==> src/rtl/input_repeat_scheduler.sv <==
// input_repeat_scheduler: DAS/ARR auto-repeat for left/right/down plus fixed-priority
// arbitration of button requests into a valid/ready command slot for the game FSM.
module input_repeat_scheduler #(
  parameter int DAS_CYCLES = 17000000,
  parameter int ARR_CYCLES = 5000000,
  parameter int CNT_W = 25
) (
  input  logic       clk,
  input  logic       rst_n,
  input  logic [4:0] btn_press,
  input  logic [4:0] btn_release,
  input  logic       game_active,
  input  logic       cmd_ready,
  output logic       cmd_valid,
  output logic [2:0] cmd_code,
  output logic [4:0] held
);
  typedef enum logic [1:0] {IDLE, DELAY, REPEAT} rep_t;
  rep_t st [3];
  rep_t st_n [3];
  logic [CNT_W-1:0] cnt [3];
  logic [CNT_W-1:0] cnt_n [3];
  logic [4:0] pending, pend_next, clr;
  logic [2:0] fire, ovr, rel_o, sel_code;
  logic load, any;
  // left and right knock each other out; down has no partner
  assign ovr   = {1'b0, btn_press[0], btn_press[1]};
  assign rel_o = {1'b0, btn_release[0], btn_release[1]};
  always_comb begin
    fire = '0;
    for (int i = 0; i < 3; i++) begin
      st_n[i] = st[i];
      cnt_n[i] = '0;
      if (btn_release[i]) st_n[i] = IDLE;
      else if (btn_press[i]) st_n[i] = DELAY;
      else if (ovr[i]) st_n[i] = IDLE;
      else if (rel_o[i] && held[i] && st[i] == IDLE) st_n[i] = DELAY;
      else if (st[i] == IDLE) st_n[i] = IDLE;
      else if (st[i] == DELAY ? cnt[i] == CNT_W'(DAS_CYCLES - 1) : cnt[i] == CNT_W'(ARR_CYCLES - 1)) begin
        fire[i] = 1'b1;
        st_n[i] = REPEAT;
      end else cnt_n[i] = cnt[i] + 1'b1;
    end
  end
  assign sel_code = pending[4] ? 3'd4 : pending[3] ? 3'd3 : pending[0] ? 3'd0 : pending[1] ? 3'd1 : 3'd2;
  assign any = |pending;
  assign load = !cmd_valid || cmd_ready;
  assign clr = (load && any) ? 5'(5'd1 << sel_code) : 5'd0;
  // fresh requests win over the clear caused by loading the same button
  assign pend_next = (pending & ~clr & ~{3'b0, ovr[1:0]}) | btn_press | {2'b0, fire};
  always_ff @(posedge clk or negedge rst_n)
    if (!rst_n) begin
      held <= '0;
      pending <= '0;
      cmd_valid <= 1'b0;
      cmd_code <= '0;
      for (int i = 0; i < 3; i++) begin
        st[i] <= IDLE;
        cnt[i] <= '0;
      end
    end else begin
      held <= (held | btn_press) & ~btn_release;
      pending <= game_active ? pend_next : '0;
      cmd_valid <= game_active && (load ? any : cmd_valid);
      if (game_active && load && any) cmd_code <= sel_code;
      for (int i = 0; i < 3; i++) begin
        st[i] <= game_active ? st_n[i] : IDLE;
        cnt[i] <= game_active ? cnt_n[i] : '0;
      end
    end
endmodule
==> config.mk <==
export PLATFORM = sky130hd
export DESIGN_NAME = input_repeat_scheduler
export DESIGN_NICKNAME = d
export VERILOG_FILES = /design/src/rtl/input_repeat_scheduler.sv
export SDC_FILE = /design/constraint.sdc
export NUM_CORES = 1
export LEC_CHECK = 0
export BUFFER_PORTS_ARGS = -buffer_cell sky130_fd_sc_hd__buf_4
export CAP_MARGIN = 10
export CORE_UTILIZATION = 30
export DETAILED_ROUTE_END_ITERATION = 10
export PLACE_DENSITY = 0.5
export SLEW_MARGIN = 0
export SYNTH_ARGS = -nofsm -noshare
export SYNTH_HDL_FRONTEND = slang
export SYNTH_SLANG_ARGS = --single-unit
==> constraint.sdc <==
create_clock -name clk -period 2.85 [get_ports clk]
set_input_delay 0.57 -clock clk [delete_from_list [all_inputs] [get_ports clk]]
set_output_delay 0.57 -clock clk [all_outputs]
set_load 0.01 [all_outputs]
==> flow_metrics.env <==
export IMPL_synthesis_instances=521
export IMPL_initial_core_utilization_pct=30.77
export IMPL_finalSetupViolations=0
export IMPL_tritoncts="yes"
export IMPL_worst_endpoint_required_ns=3.07
export IMPL_fp_dieW_um=132.7
export IMPL_post_route_min_period_ns=2.383
export IMPL_max_slew_margin_rel_pct=56.15
export IMPL_floorplan_io_pins=23
export IMPL_grt_use_total_pct=14.51
export IMPL_maxCapViolations=0
export IMPL_synth_top_cells_by_count="sky130_fd_sc_hd__dfrtp_1, sky130_fd_sc_hd__nor3_1, sky130_fd_sc_hd__a211oi_1, sky130_fd_sc_hd__nand2_1, sky130_fd_sc_hd__nand3_1"
export IMPL_power_ir_vdd_worst_mv=0.3284
export IMPL_place_hpwl_mm=8.214
export IMPL_synth_largest_area_cell="sky130_fd_sc_hd__dfrtp_1"
export IMPL_worst_path_max_delay_cell="sky130_fd_sc_hd__or4b_1"
export IMPL_timing_critical_path_from_type="flop"
export IMPL_fp_dieArea_sq_mm=0.01760
export IMPL_synth_yosys_warnings=0
export IMPL_worst_hold_slack_ns=0.2304
export IMPL_cts_htree_levels=3
export IMPL_drt_iter0_drc=169
export IMPL_die_height_um=132.7
export IMPL_cts_sinks=95
export IMPL_ctsResizeCount=0
export IMPL_power_static_leakage_uw=0.002052
export IMPL_gr_total_overflow=0
export IMPL_grt_first_pass_wirelength_mm=20.49
export IMPL_std_cell_rows=47
export IMPL_worstPathCellList="or4b_1 > or4_4 > a2111oi_4 > buf_4 > o21ai_0"
export IMPL_clkLatencyLatePin_ns=0.35
export IMPL_detail_route_drc_violations=0
export IMPL_rsz_0062_raised_after_global_routing="false"
export IMPL_vias=4167
export IMPL_pwr_cell_area_mw_per_mm2=472.7
export IMPL_synthArstFlopShare_pct=100.0
export IMPL_antenna_violating_nets_post_route=0
export IMPL_arrival_ns=2.60
export IMPL_post_cts_buffers=0
export IMPL_io_buffers=22
export IMPL_critical_path_max_fanout=19
export IMPL_most_frequent_cell_after_synthesis="sky130_fd_sc_hd__dfrtp_1"
export IMPL_syn_nets=538
export IMPL_grt_antenna_before_repair=0
export IMPL_clockBufferDepth=2
export IMPL_setup_tns_ns=0
export IMPL_cts_made_buffers=9
export IMPL_postSynthAreaPerCell_sq_um=9.829
export IMPL_timing_final_hold_violations=0
export IMPL_critical_path_top_delay_family="simple AND/OR/NAND/NOR gates"
export IMPL_global_placer_s_final_weighted_congestion=0.8214
export IMPL_post_cts_clock_slew_at_the_launch_and_capture_registers_of_the_worst_setup_and_hold_paths_ns=0.06
export IMPL_slew_viol_final=0
export IMPL_final_wl_mm=11.92
export IMPL_detailedRoute_firstPassIterationCount=4
export IMPL_wl_per_cell_um=15.56
export IMPL_synthDistinctLibCells=49
export IMPL_clock_tree_root_cell="sky130_fd_sc_hd__clkbuf_16"
export IMPL_fill_count=1677
export IMPL_worstPathBufferInverterCount=1
export IMPL_grt_start_max_net_pins=52
export IMPL_fin_util_pct=35.04
export IMPL_finalNetCount=559
export IMPL_synth_top_area_share_pct=46.42
export IMPL_netlist_top_cells_area="sky130_fd_sc_hd__dfrtp_1, sky130_fd_sc_hd__nor3_1, sky130_fd_sc_hd__a211oi_1, sky130_fd_sc_hd__xnor2_1, sky130_fd_sc_hd__nand4_1"
export IMPL_crit_path_max_incr_delay_ns=0.53
export IMPL_min_path_type="input pin to async pin"
export IMPL_cts_hold_buf=0
export IMPL_ys_seq_elements=95
export IMPL_syn_cell_area_sq_mm=0.005121
export IMPL_vias_per_cell=5.440
export IMPL_number_of_global_route_vias_before_repair=4076
export IMPL_final_cycle_share_pct=83.62
export IMPL_status="complete, no violations"
export IMPL_core_area_sq_mm=0.01664
export IMPL_clock_skew_ns=0.01004
export IMPL_final_layout_size_suffix_gt1_share_pct=11.17
export IMPL_antenna_cells_inserted=0
export IMPL_synth_enable_flop_cells=0
export IMPL_syn2layout_area_growth_pct=13.88
export IMPL_critPathKind="flop to flop"
export IMPL_max_freq_ghz=0.4196
export IMPL_worstMarginPinSlew_ns=0.6518
export IMPL_synth_sequential_area_ratio_pct=46.42
export IMPL_yosys_most_used_dff="sky130_fd_sc_hd__dfrtp_1"
export IMPL_critPathCaptureType="flop"
[cells by family after synthesis]
| group | Yosys count | share of synthesized area, % |
|---|---|---|
| xor+xnor | 37 | 6.328 |
| flops | 95 | 46.42 |
| compound gates | 92 | 13.76 |
| simple gates | 249 | 28.24 |
| mux | 4 | 0.8551 |
| buf+inv | 41 | 3.665 |
| fa+ha+maj | 3 | 0.7330 |
[final timing paths]
| path | from | endpoint | depth (start not counted) | slack [ns] |
|---|---|---|---|---|
| min | rst_n | cnt[40] | 1 | 0.23 |
| max in group asynchronous | rst_n | cnt[5] | 2 | 1.93 |
| min reg2reg | held[4] | held[4] | 2 | 0.50 |
| min in group clk | btn_release[3] | held[3] | 2 | 0.37 |
| max reg2reg | cnt[72] | st[4] | 5 | 0.47 |
| max | cnt[72] | st[4] | 5 | 0.47 |
[flip-flops by register name, indices dropped and copies added, names as in the netlist]
| name | flops |
|---|---|
| cnt | 75 |
| st | 6 |
| held | 5 |
| pending | 5 |
| cmd_code | 3 |
| cmd_valid | 1 |
[cell usage in the layout, fill, tap and decap left out, drive strengths merged, types with 6 or more instances in the layout]
cell    instances
o31ai          16
nor2           24
inv            19
nor3           49
o21ai          21
nand2          31
xor2           17
a211oi         32
nand4          24
or4            21
clkbuf         12
nor4b           6
nor4            6
and4            9
nand3          28
buf            32
dfrtp          95
or3            17
xnor2          20
[stage by stage]
step	instances	setup WS, ns	power, uW	cell area (sq um)
after floorplan	521	0.4987	1460	5121
after global placement	751	0.4913	1551	5533
after detailed placement	751	0.4713	1554	5533
after CTS	766	0.4609	2796	5832
after global routing	766	0.3276	2859	5832
final	766	0.4668	2756	5832
[power breakdown]
part	total, uW	internal (uW)	switching (uW)
sequential	1390	1370	20.2
clock	1230	722	512
combinational	132	57.0	75.3
total	2760	2150	607
[per-layer routing]
layer	global-route usage, %	part of all wire, %	up-vias
li1	-	-	2031
met1	19.18	49	2078
met2	23.63	47	47
met3	2.337	2.7	11
met4	5.875	1.6	0
met5	0	0	-
[cell type report]
class	instances	area, sq um	area share (%)
inverter	19	71.32	1.223
clock buffer	12	256.5	4.398
tap	220	275.3	4.720
clock inverter	3	42.54	0.7295
sequential	95	2377	40.76
multi-input combinational	385	2556	43.83
timing repair buffer	32	252.7	4.334
(Power assumes the default switching activity.)
